<file path="config.mk">
export PLATFORM = sky130hd
export DESIGN_NAME = packet_rx_assembler
export DESIGN_NICKNAME = d
export VERILOG_FILES = /design/src/rtl/packet_rx_assembler.sv
export SDC_FILE = /design/constraint.sdc
export NUM_CORES = 1
export LEC_CHECK = 0
export BUFFER_PORTS_ARGS = -buffer_cell sky130_fd_sc_hd__buf_2
export CORE_UTILIZATION = 45
export DETAILED_ROUTE_END_ITERATION = 8
export GPL_TIMING_DRIVEN = 0
export PLACE_DENSITY = 0.7
export SLEW_MARGIN = 0
export SYNTH_ARGS = -nofsm -noshare
export SYNTH_HDL_FRONTEND = slang
export SYNTH_SLANG_ARGS = --single-unit
</file>
<file path="constraint.sdc">
create_clock -name clk -period 4.05 [get_ports clk]
set_input_delay 0.2025 -clock clk [delete_from_list [all_inputs] [get_ports clk]]
set_output_delay 0.2025 -clock clk [all_outputs]
set_load 0.1 [all_outputs]
</file>
<file path="src/rtl/packet_rx_assembler.sv">
// Byte-serial receive framer: assembles MSB-first bytes into one command word,
// rejects bad header/length frames and spaces good-packet pulses by MIN_GAP.
module packet_rx_assembler #(
    parameter int ADDR_WIDTH   = 8,
    parameter int DATA_WIDTH   = 32,
    parameter int PACKET_WIDTH = 8 + ADDR_WIDTH + DATA_WIDTH,
    parameter int MIN_GAP      = 3
) (
    input  logic                    clk,
    input  logic                    rst_n,
    input  logic [7:0]              rx_data,
    input  logic                    rx_valid,
    input  logic                    rx_last,
    output logic                    rx_ready,
    output logic [PACKET_WIDTH-1:0] packet_in,
    output logic                    packet_valid,
    output logic                    frame_error,
    output logic [15:0]             ok_count,
    output logic [15:0]             err_count
);
    localparam int NUM_BYTES = PACKET_WIDTH / 8;
    localparam int CW        = $clog2(NUM_BYTES + 1);
    localparam int GW        = (MIN_GAP > 1) ? $clog2(MIN_GAP) : 1;

    typedef enum logic [1:0] {S_HDR, S_BODY, S_DISCARD, S_EMIT} state_e;

    state_e                  state_q, state_d;
    logic [PACKET_WIDTH-1:0] shift_q, shift_d;
    logic [PACKET_WIDTH-1:0] pkt_q, pkt_d;
    logic [CW-1:0]           cnt_q, cnt_d, cnt_inc;
    logic [GW-1:0]           gap_q, gap_d;
    logic                    rdy_q;
    logic                    pv_q, pv_d;
    logic                    fe_q, fe_d;
    logic [15:0]             ok_q, err_q;
    logic                    acc;
    logic [PACKET_WIDTH-1:0] shift_in;

    assign acc      = rx_valid && rdy_q;
    assign cnt_inc  = cnt_q + 1'b1;
    assign shift_in = (shift_q << 8) | PACKET_WIDTH'(rx_data);

    always_comb begin
        state_d = state_q;
        shift_d = shift_q;
        pkt_d   = pkt_q;
        cnt_d   = cnt_q;
        pv_d    = 1'b0;
        fe_d    = 1'b0;
        gap_d   = (gap_q != '0) ? gap_q - 1'b1 : gap_q;
        case (state_q)
            S_HDR: begin
                if (acc) begin
                    if (rx_data == 8'hAA || rx_data == 8'hBB) begin
                        shift_d = shift_in;
                        cnt_d   = CW'(1);
                        if (rx_last) fe_d = 1'b1;
                        else         state_d = S_BODY;
                    end else begin
                        fe_d = 1'b1;
                        if (!rx_last) state_d = S_DISCARD;
                    end
                end
            end
            S_BODY: begin
                if (acc) begin
                    shift_d = shift_in;
                    cnt_d   = cnt_inc;
                    if (cnt_inc == CW'(NUM_BYTES)) begin
                        if (rx_last) begin
                            state_d = S_EMIT;
                        end else begin
                            fe_d    = 1'b1;
                            state_d = S_DISCARD;
                        end
                    end else if (rx_last) begin
                        fe_d    = 1'b1;
                        state_d = S_HDR;
                    end
                end
            end
            S_DISCARD: begin
                // the frame's error was already counted when it was detected
                if (acc && rx_last) state_d = S_HDR;
            end
            S_EMIT: begin
                if (gap_q == '0) begin
                    pkt_d   = shift_q;
                    pv_d    = 1'b1;
                    gap_d   = GW'(MIN_GAP - 1);
                    state_d = S_HDR;
                end
            end
            default: state_d = S_HDR;
        endcase
    end

    always_ff @(posedge clk or negedge rst_n) begin
        if (!rst_n) begin
            state_q <= S_HDR;
            shift_q <= '0;
            pkt_q   <= '0;
            cnt_q   <= '0;
            gap_q   <= '0;
            rdy_q   <= 1'b0;
            pv_q    <= 1'b0;
            fe_q    <= 1'b0;
            ok_q    <= '0;
            err_q   <= '0;
        end else begin
            state_q <= state_d;
            shift_q <= shift_d;
            pkt_q   <= pkt_d;
            cnt_q   <= cnt_d;
            gap_q   <= gap_d;
            rdy_q   <= (state_d != S_EMIT);
            pv_q    <= pv_d;
            fe_q    <= fe_d;
            if (pv_d && ok_q != 16'hFFFF)  ok_q  <= ok_q + 16'd1;
            if (fe_d && err_q != 16'hFFFF) err_q <= err_q + 16'd1;
        end
    end

    assign rx_ready     = rdy_q;
    assign packet_in    = pkt_q;
    assign packet_valid = pv_q;
    assign frame_error  = fe_q;
    assign ok_count     = ok_q;
    assign err_count    = err_q;
endmodule

</file>
==> impl_results.md, run 1 <==
* Post-DP HPWL at 8.11 mm
* Ys flop type: dfrtp_1
* Setup CP Type: reg -> reg
* Sequential share of the synthesized area at about 60%
* IO Port Bufs at 93
* Post-synth top area cell: dfrtp_1
* # rows at 40
* Top-count cell post-synth: nand2_1
* Worst Tran Pin Value at roughly 670 ps
* Sw Pwr at approximately 1.5 mW
* # diodes at 0
* Final GP Congestion at between 0.7 and 0.8
* Clock power frac at between 30 and 40%
* Number of clock sinks at roughly 140
* Post-route cell area at ~7100 um2
* Slew Limit Fails at 0
* CTS Root Cell: clkbuf_16
* Max Fclk at between 400 and 500 MHz
* Htree depth at 4
* Mapped cell area at about 5700 um2
* TritonCTS Buffers at 17
* PwrDens at around 590 nW/um2
* Period utilization at a little over half
* Arr. time, crit path at ~2500 ps
* Critical Path RT at about 4400 ps
* Combinational fraction of design power at 22.1%
* Clock transition at path regs at 60 ps
* Most instantiated cells after synthesis: nand2_1, dfrtp_1, mux2_2, xnor2_1, nand3_1
* Crit start category: flop
* Post-synth EDFFs at 0
* Setup crit end kind: flop
* Initial antenna violation count at 0
* Filler cell count at 1047
* Netlist cell types at 46
* RSZ-0062 raised after global routing: false
* First-pass GRT wire length at around 19 mm
* Max-Cap Viols at 0
* Area delta synth->final at 22.8%
* Outcome: finished, final reports clean
* Top cells by area, synth: dfrtp_1, nand2_1, mux2_2
* CTS tree: yes
* DRT iter0 DRCs at roughly 130
* Mean Syn Cell Area at roughly 11 um2
* Pleak at 3.77 nW
* Max transition margin at between 50% and 60%
* Final setup viols at 0
* Seq pwr share at 40.7%
* Drt wl/cell at 14.6 um
* Peak supply drop at ~0.4 mV
* Via count at between 3000 and 4000
* Core area at between 10000 and 15000 um2
* Post-CTS Setup Bufs at 0
* GRT Residual Overflow at 0
* Vias per cell at approximately 5
* Min Tclk post-route at roughly 2100 ps
* I/O pin count at 95
* Type of the tightest min-delay check: in -> reg
* Syn Nets at 522
* Total Nets Final at ~640
* P_int at about 2.7 mW
* Switching Fraction at a little over a third
* Asr flop ratio synth at between 90% and 100%
* Drt pass-1 iters at 5
* Clk_lat worst skew at about 420 ps
* Synth Register Bits at 138
* Setup tns final at 0 ps
* Die height at approximately 110 um
* Layout cells sized above 1 at 31.6%
* Clock Path Buffers at 2
* Remaining antenna violation count at 0
* Placed instance area at between 6000 and 7000 um2
* Mapped Cells at 503
* YS warnings at 0
* CP max FO at 10
* DIE WIDTH at about 110 um
* Yosys top cell area share at about 60%
* Largest net degree at the start of global routing at 74
* Total GRT Usage at 19.2%
* Vias in the first global route at 3877
* Final Skew at 13.7 ps
* DRC viols at 0
* WL final at about 12 mm
* Die area at 13200 um2
* Final Hold Vio Count at 0
* Initial core utilization at a little under half
worst max-delay path, stage by stage (launching register included):
cell	delay [ps]
dfrtp_1	380
inv_1	90
ha_1	230
nand3_2	200
inv_2	170
clkbuf_1	350
buf_1	450
nand2_1	120
nand2_1	80
final cells by class:
class                   count  area (um2)  area share, %
flip-flops and latches    138        3450           49.0
multi-input cells         336        2110           30.0
repair buffers             95         509           7.22
clock buffers              18         429           6.08
well taps                 168         210           2.98
clock inverters            14         163           2.31
plain buffers              21         146           2.08
inverters                   8        30.0          0.426
registers in the layout (all words and copies together) (netlist names):
signal        count
packet_in        48
shift_q          48
err_count        16
ok_count         16
cnt_q             3
gap_q             2
state_q           2
frame_error       1
packet_valid      1
rx_ready          1
cell families (layout without fill, tap and decap cells):
group | after synthesis | after routing | synth area share [%]
AO/OA/AOI/OAI | 15 | 15 | 2.16
XOR/XNOR | 31 | 31 | 4.73
adder cells (fa/ha/maj) | 7 | 7 | 1.52
buffers and inverters | 29 | 156 | 3.07
flip-flops | 138 | 138 | 60.1
multiplexers | 54 | 54 | 10.8
AND/OR/NAND/NOR | 229 | 229 | 17.6
repair_timing:
item | in CTS | in global routing
hold endpoints to repair | 72 | 0
hold buffers | 1 | 0
resized for setup | 0 | 0
setup endpoints to repair | 0 | 0
power by group through the flow:
| stage | clock [mW] | combinational, mW | sequential (mW) |
|---|---|---|---|
| global route | 1.63 | 0.960 | 1.71 |
| CTS | 1.56 | 0.919 | 1.68 |
| global placement | 0 | 0.898 | 1.70 |
| detailed placement | 0 | 0.915 | 1.71 |
| finish | 1.54 | 0.911 | 1.68 |
| floorplan | 0 | 0.218 | 2.20 |
stage by stage:
stage	std cells	worst slack (ps)	power, mW	util [%]	hold WS, ps
2_1_floorplan	503	1730	2.42	-	-93.1
3_3_place_gp	764	960	2.60	52.6	451
3_5_place_dp	765	1900	2.62	52.8	281
4_1_cts	798	1860	4.17	57.8	22.3
5_1_grt	798	1690	4.30	57.8	29.4
6_report	798	1930	4.13	57.8	37.7
placed cells by master (no fill, tap or decap), drive strengths merged, types with 2 or more instances in the layout:
| master | n |
|---|---|
| a21oi | 3 |
| a31o | 2 |
| and3 | 8 |
| and4 | 2 |
| buf | 104 |
| bufinv | 2 |
| clkbuf | 29 |
| clkinv | 3 |
| clkinvlp | 4 |
| dfrtp | 138 |
| ha | 7 |
| inv | 13 |
| mux2 | 52 |
| nand2 | 163 |
| nand2b | 2 |
| nand3 | 18 |
| nand4 | 8 |
| nor2 | 14 |
| nor3 | 4 |
| nor4 | 2 |
| o21ai | 3 |
| xnor2 | 20 |
| xor2 | 11 |
layer usage:
| metal | GRT usage (%) | part of all wire (%) | vias to the layer above | wire length (um) |
|---|---|---|---|---|
| met5 | 0 | 0 | - | 0 |
| met4 | 8.05 | 1.6 | 0 | 181 |
| met3 | 4.53 | 3.7 | 16 | 436 |
| met2 | 29.6 | 47 | 84 | 5490 |
| met1 | 26.1 | 48 | 1954 | 5540 |
| li1 | - | - | 1886 | - |
path summary, 6_finish.rpt:
kind	from	endpoint	slack (ps)	cells after the start
setup / recovery	gap_q[0]	packet_in[8]	1930	8
hold reg to reg	packet_in[41]	packet_in[41]	470	2
hold / removal	rx_data[2]	shift_q[2]	40	2
max in group asynchronous	rst_n	gap_q[1]	2920	3
min in group asynchronous	rst_n	packet_in[10]	380	2
setup reg to reg	gap_q[0]	packet_in[8]	1930	8
Power figures use the tool's default switching activity.
==> run 2, diff against run 1 <==
--- a/config.mk
+++ b/config.mk
@@ -5,6 +5,7 @@
 export SDC_FILE = /design/constraint.sdc
 export NUM_CORES = 1
 export LEC_CHECK = 0
+export ABC_AREA = 1
 export BUFFER_PORTS_ARGS = -buffer_cell sky130_fd_sc_hd__buf_2
 export CORE_UTILIZATION = 45
 export DETAILED_ROUTE_END_ITERATION = 8
==> constraint.sdc (replaced) <==
create_clock -name clk -period 2.05 [get_ports clk]
set_input_delay 0.1025 -clock clk [delete_from_list [all_inputs] [get_ports clk]]
set_output_delay 0.1025 -clock clk [all_outputs]
set_load 0.1 [all_outputs]
==> run 2 against run 1 <==
Net effect:
- the run now ends with DRC left
- clock skew fell by 7.4 ps
- non-clock buffer count rose by 13
- via count rose by 24%
- critical path type unchanged
==> impl_results.md, run 2 <==
* Post-DP HPWL at 9.26 mm (+14%)
* WL final at 13.3 mm (+14%)
* # diodes at 0 (unchanged)
* Max-Cap Viols at 0 (unchanged)
* Post-synth top area cell: dfrtp_1
* Most common cell after layout, fill and taps aside: nand2_1
* Final GP Congestion at 0.819 (+5.7%)
* Total GRT Usage at 20.7% (+1.5 points)
* Peak supply drop at 1.25 mV (+210%)
* CP peak stage delay at 410 ps (-40 ps)
* Critical Path Most Common Cell: nand2_1
* Max Fclk at 593 MHz (+26%)
* I/O pin count at 95 (unchanged)
* CTS tree: yes
* Crit start category: flop
* Setup CP Type: reg -> reg
* RSZ-0062 raised after global routing: false
* Clock Path Buffers at 2 (unchanged)
* Setup crit end kind: flop
* Pleak at 3.78 nW (+0.33%)
* Fin cells at 1010 (+27%)
* Yosys top cell area share at 56.7% (-3.5 points)
* Critical Path RT at 2410 ps (-1990 ps)
* CP max FO at 10 (unchanged)
* Netlist cell types at 30 (-35%)
* CP cell instances: ha_1 > nand3_2 > nor3_4 > nand2_2 > nand4_4 > buf_6 > nand2_1 > nand2_1
* Violated checks: DRC
* IO Port Bufs at 94 (+1.1%)
* WP buf/inv at 1 (-3)
* TritonCTS Buffers at 17 (unchanged)
* Number of clock sinks at 138 (unchanged)
* Register area at 3470 um2 (+0.54%)
* DRC viols at 2 (+2)
* Slew Limit Fails at 0 (unchanged)
* Mapped cell area at 6100 um2 (+6.1%)
* Mean Syn Cell Area at 8.73 um2 (-24%)
* Synth Register Bits at 138 (unchanged)
* Vias per cell at 4.85 (-1.9%)
* DRT iter0 DRCs at 323 (+150%)
* Min Tclk post-route at 1690 ps (-436 ps)
* Worst path top cell family by delay: simple AND/OR/NAND/NOR gates
* CP max stage cell: dfrtp_2
* Asr flop ratio synth at 100% (unchanged)
* Post-synth EDFFs at 0 (unchanged)
* Most frequent cells in the layout: nand2_1, dfrtp_1, buf_2
* Most instantiated cells after synthesis: nand2_1, dfrtp_1, o21ai_0, inv_1, nor2_1
* Core area at 13200 um2 (+8.4%)
* Layout cells sized above 1 at 21.0% (-11 points)
* CTS Root Cell: clkbuf_16
* Clk_lat worst skew at 430 ps (about the same)
* PwrDens at 1640 nW/um2 (+180%)
* Outcome: complete, but fails checks
* Arr. time, crit path at 2050 ps (-420 ps)
* Post-CTS Setup Bufs at 0 (unchanged)
* Syn Nets at 717 (+37%)
* Vias in the first global route at 4741 (+22%)
* Total Nets Final at 840 (+32%)
* Htree depth at 4 (unchanged)
* Filler cell count at 1233 (+18%)
* Remaining antenna violation count at 0 (unchanged)
* Final Hold Vio Count at 0 (unchanged)
* Ys flop type: dfrtp_1
* Total power at 12.3 mW (+200%)
* First-pass GRT wire length at 22.7 mm (+18%)
* Period utilization at 82.2% (+30 points)
* Sequential share of the synthesized area at 56.7% (-3.5 points)
* Die area at 14000 um2 (+6.0%)
* DP Cell Count at 969 (+27%)
* Drt pass-1 iters at 7 (+2)
* Setup tns final at 0 ps (unchanged)
* Drt wl/cell at 13.2 um (-9.6%)
* DIE WIDTH at 118 um (+3.0%)
* YS warnings at 0 (unchanged)
* Initial core utilization at 46.0% (-1.0 points)
* Worst Tran Pin Value at 525 ps (-144 ps)
* Die height at 118 um (+3.0%)
* Initial antenna violation count at 0 (unchanged)
* GRT Residual Overflow at 0 (unchanged)
* Via count at 4894 (+24%)
* End-of-flow core utilization at 56.7% (-1.0 points)
* Setup slack after layout at 365 ps (-1560 ps)
* Top-count cell post-synth: nand2_1
* Largest net degree at the start of global routing at 84 (+14%)
* Mapped Cells at 698 (+39%)
* Top cells by area, synth: dfrtp_1, nand2_1, o21ai_0
* Area delta synth->final at 23.2%
* Clock transition at path regs at 50 ps (about the same)
* # rows at 42 (+5.0%)
* Final setup viols at 0 (unchanged)
* Type of the tightest min-delay check: in -> reg
* Setup slack at placement at 356 ps (-1550 ps)
* Max transition margin at 65.0% (+9.6 points)
* Final Skew at 6.31 ps (-7.35 ps)
* Multi-input logic area at 2230 um2 (+5.7%)
[run 2: cell type report]
cell class | count | area share [%]
buffer | 25 | 1.85
clock buffer | 22 | 6.18
clock inverter | 10 | 1.57
inverter | 71 | 3.58
multi-input combinational | 464 | 29.8
sequential | 138 | 46.2
tap | 176 | 2.93
timing repair buffer | 104 | 7.91
[run 2: kinds of logic after synthesis]
logic type / after synthesis / share of synthesized area [%]
XOR/XNOR: 18 / 2.59
AND/OR/NAND/NOR: 333 / 23.6
AO/OA/AOI/OAI: 106 / 9.01
buffers and inverters: 96 / 6.69
flip-flops: 138 / 56.7
adder cells (fa/ha/maj): 7 / 1.44
[run 2: routing by layer]
| metal | up-vias | share of wire [%] | wire length [um] | track usage [%] |
|---|---|---|---|---|
| met5 | - | 0 | 0 | 0 |
| met4 | 0 | 2.0 | 272 | 8.86 |
| met3 | 22 | 3.5 | 470 | 4.34 |
| met2 | 90 | 45 | 6060 | 31.8 |
| met1 | 2304 | 49 | 6530 | 28.4 |
| li1 | 2478 | - | - | - |
[run 2: final timing paths]
kind                       slack, ps            end     startpoint  depth (start not counted)
setup / recovery                 360  err_count[10]   err_count[0]                          8
hold / removal                    90     state_q[1]        rx_last                          4
setup reg to reg                 360  err_count[10]   err_count[0]                          8
hold reg to reg                  470  packet_in[46]  packet_in[46]                          2
max in group asynchronous       1070       rx_ready          rst_n                          3
min in group asynchronous        200   ok_count[14]          rst_n                          2
[run 2: worst register-to-register path: stages, from the launching register on]
cell and delay (ps):
dfrtp_2 410, ha_1 210, nand3_2 160, nor3_4 190
nand2_2 180, nand4_4 190, buf_6 160, nand2_1 60
nand2_1 70
[run 2: through the flow]
stage	hold WS (ps)	instance area, um2
2_1_floorplan	-193	6110
3_3_place_gp	364	6810
3_5_place_dp	92.5	6840
4_1_cts	73.3	7510
5_1_grt	146	7510
6_report	91.6	7510
[run 2: what timing repair did]
| item | CTS | global route |
|---|---|---|
| gates resized for setup | 0 | 0 |
| setup endpoints to repair | 0 | 0 |
| hold buffers | 9 | 0 |
| hold endpoints to repair | 63 | 0 |
[run 2: power breakdown]
| group | total (mW) | switching, mW | internal [mW] |
|---|---|---|---|
| Clock | 2.99 | 1.14 | 1.85 |
| Sequential | 4.07 | 0.519 | 3.55 |
| Combinational | 5.27 | 4.35 | 0.918 |
| Total | 12.3 | 6.01 | 6.32 |
==> run 3, diff against run 2 <==
--- a/config.mk
+++ b/config.mk
@@ -5,12 +5,12 @@
 export SDC_FILE = /design/constraint.sdc
 export NUM_CORES = 1
 export LEC_CHECK = 0
-export ABC_AREA = 1
+export ABC_AREA = 0
 export BUFFER_PORTS_ARGS = -buffer_cell sky130_fd_sc_hd__buf_2
 export CORE_UTILIZATION = 45
 export DETAILED_ROUTE_END_ITERATION = 8
 export GPL_TIMING_DRIVEN = 0
-export PLACE_DENSITY = 0.7
+export PLACE_DENSITY = 0.73
 export SLEW_MARGIN = 0
 export SYNTH_ARGS = -nofsm -noshare
 export SYNTH_HDL_FRONTEND = slang
==> constraint.sdc (replaced) <==
create_clock -name clk -period 1.5 [get_ports clk]
set_input_delay 0.075 -clock clk [delete_from_list [all_inputs] [get_ports clk]]
set_output_delay 0.075 -clock clk [all_outputs]
set_load 0.1 [all_outputs]
==> run 3 against run 2 <==
Net effect:
- the run ends with setup timing left
- largest cell class unchanged
- die area down 5.7%
- final cell count shrank 16%
- fmax is 6.9% lower
- clock power grew 30%
- combinational power decreased by 46%
- first-iteration DRC count is 33% lower
- sequential power grew 15%
- worst hold slack better by 10 ps
- register-to-register slack got worse by 680 ps
- clock-buffer cell count increased by 1
- sequential share of layout area fell by 3.2 points
- clock skew grew 0.50 ps
==> impl_results.md, run 3 (same netlist as run 1, synthesis figures left out) <==
* Drt wl/cell at 15.5 um (+17%)
* Period utilization at 121% (+38 points)
* DRT iter0 DRCs at 216 (-33%)
* TritonCTS Buffers at 17 (unchanged)
* Sw Pwr at 4.03 mW (-33%)
* Clock transition at path regs at 60 ps (about the same)
* Post-route cell area at 8270 um2 (+10%)
* Largest net degree at the start of global routing at 91 (+8.3%)
* RSZ-0062 raised after global routing: true
* Htree depth at 4 (unchanged)
* Setup CP Type: reg -> reg
* WL final at 13.1 mm (-1.4%)
* Slew Limit Fails at 0 (unchanged)
* Number of clock sinks at 138 (unchanged)
* Crit start category: flop
* I/O pin count at 95 (unchanged)
* Clock Path Buffers at 2 (unchanged)
* Switching Fraction at 35.3% (-13 points)
* Outcome: complete, but fails checks
* Worst R2R Path Depth at 6 (-2)
* HP Start: rx_last
* Clk_lat worst skew at 420 ps (about the same)
* Grt met1 use at 26.4% (-2.1 points)
* Filler cell count at 913 (-26%)
* Seq pwr share at 40.8% (+7.8 points)
* Drt pass-1 iters at 4 (-3)
* Critical Path RT at 1800 ps (-610 ps)
* Setup slack after layout at -310 ps (-675 ps)
* Worst hold path endpoint: state_q[0]
* Placed instance area at 6890 um2 (+0.73%)
* Die height at 115 um (-2.9%)
* Combinational fraction of design power at 25.1% (-18 points)
* Worst Tran Pin Value at 516 ps (-9.26 ps)
* # rows at 40 (-4.8%)
* Max Fclk at 552 MHz (-6.9%)
* DIE WIDTH at 115 um (-2.9%)
* Arr. time, crit path at 2110 ps (+60 ps)
* First-pass GRT wire length at 20.6 mm (-9.1%)
* Grt met3 use at 4.90% (+0.56 points)
* Type of the tightest min-delay check: in -> reg
* Total GRT Usage at 20.4% (-0.22 points)
* Clock power frac at 34.1% (+9.8 points)
* CP max FO at 3 (-7)
* Initial antenna violation count at 0 (unchanged)
* Max-Cap Viols at 0 (unchanged)
* Vias in the first global route at 4163 (-12%)
* Pleak at 4.23 nW (+12%)
* Worst reg-to-reg setup slack at -310 ps (-680 ps)
* Layout cells sized above 1 at 48.5% (+28 points)
* RR Startpoint: cnt_q[0]
* PwrDens at 1380 nW/um2 (-16%)
* Setup tns final at -11140 ps (-11140 ps)
* Reg2reg end: err_count[15]
* Fin cells at 848 (-16%)
* Initial core utilization at 47.0% (+1.0 points)
* DP Cell Count at 765 (-21%)
* # diodes at 0 (unchanged)
* CTS Root Cell: clkbuf_16
* CTS tree: yes
* Final Hold Vio Count at 0 (unchanged)
* Via count at 4211 (-14%)
* DRC viols at 0 (-2)
* Area delta synth->final at 43.9%
* Final Skew at 6.81 ps (+0.501 ps)
* Most frequent cells in the layout: nand2_1, dfrtp_1, buf_2
* IO Port Bufs at 93 (-1.1%)
* Global Route met2 Usage at 33.5% (+1.7 points)
* Max transition margin at 65.8% (+0.85 points)
* Total Nets Final at 686 (-18%)
* Setup slack at placement at -480 ps (-836 ps)
* Peak supply drop at 1.85 mV (+48%)
* Vias per cell at 4.97 (+2.5%)
* Setup crit end kind: flop
* Hold path depth at 3 (-1)
* GRT Residual Overflow at 0 (unchanged)
* Remaining antenna violation count at 0 (unchanged)
* Final setup viols at 84 (+84)
* Post-DP HPWL at 8.31 mm (-10%)
* Violated checks: setup timing
* Core area at 12200 um2 (-7.8%)
* Most common cell after layout, fill and taps aside: nand2_1
* P_int at 7.39 mW (+17%)
* Die area at 13200 um2 (-5.7%)
* Final GP Congestion at 0.748 (-8.7%)
* Gr busiest metal: met2
* Min Tclk post-route at 1810 ps (+125 ps)
==> run 3: cell types whose count changed in the layout (fill, tap and decap cells not counted), moves of 10 or more <==
cell / change
o21ai_0: -88
nand2_1: -71
inv_1: -63
mux2_4: +51
buf_4: +34
nor2_1: -30
dfrtp_4: +25
nand3_1: -25
dfrtp_1: -19
clkbuf_1: -14
xnor2_1: +10
==> run 3: how the worst max path moves through the flow <==
stage,startpoint,to,slack [ps],cells after the start
2_1_floorplan,ok_count[5],ok_count[7],-330,6
3_3_place_gp,rst_n,ok_count[10],-1860,1
3_5_place_dp,gap_q[0],ok_count[12],-480,8
4_1_cts,cnt_q[0],err_count[15],-300,6
5_1_grt,cnt_q[0],err_count[15],-360,6
6_report,cnt_q[0],err_count[15],-310,6
==> run 3: layout make-up <==
cell class / count / area [um2] / area share (%)
buffer: 19 / 243 / 2.94
timing repair buffer: 146 / 1040 / 12.6
inverter: 8 / 32.5 / 0.394
multi-input combinational: 337 / 2620 / 31.6
clock buffer: 23 / 498 / 6.02
tap: 168 / 210 / 2.54
clock inverter: 9 / 65.1 / 0.787
sequential: 138 / 3560 / 43.0
==> run 3: layer usage <==
| metal | vias to the layer above | part of all wire (%) |
|---|---|---|
| li1 | 1997 | - |
| met1 | 2104 | 45 |
| met2 | 95 | 50 |
| met3 | 15 | 3.3 |
| met4 | 0 | 1.5 |
| met5 | - | 0 |
==> run 3: repair_timing <==
item,CTS,global route
resized for setup,44,47
setup endpoints to repair,134,128
buffers inserted,24,13
hold endpoints to repair,56,0
pin swaps,31,19
hold buffers,9,0
cloned,2,6
==> run 3: power by group through the flow <==
stage,sequential [mW],clock (mW),combinational [mW]
global placement,4.69,0,2.64
CTS,4.66,3.97,2.83
floorplan,6.07,0,0.808
finish,4.67,3.90,2.86
detailed placement,4.72,0,2.71
global route,4.72,4.10,3.00
==> run 3: worst max-delay path, cell delays in order, from the launching register on <==
cell and delay, ps:
dfrtp_1 420, ha_4 190, xor2_2 180, mux2i_2 180, a211oi_2 230, nand4_1 150, mux2_1 330
==> run 3: per-stage QoR <==
stage	util [%]	hold slack (ps)	total power [mW]
3_3_place_gp	56.1	329	7.32
2_1_floorplan	-	-221	6.87
5_1_grt	67.7	107	11.8
4_1_cts	64.7	77.4	11.5
6_report	67.7	102	11.4
3_5_place_dp	56.4	52.6	7.43
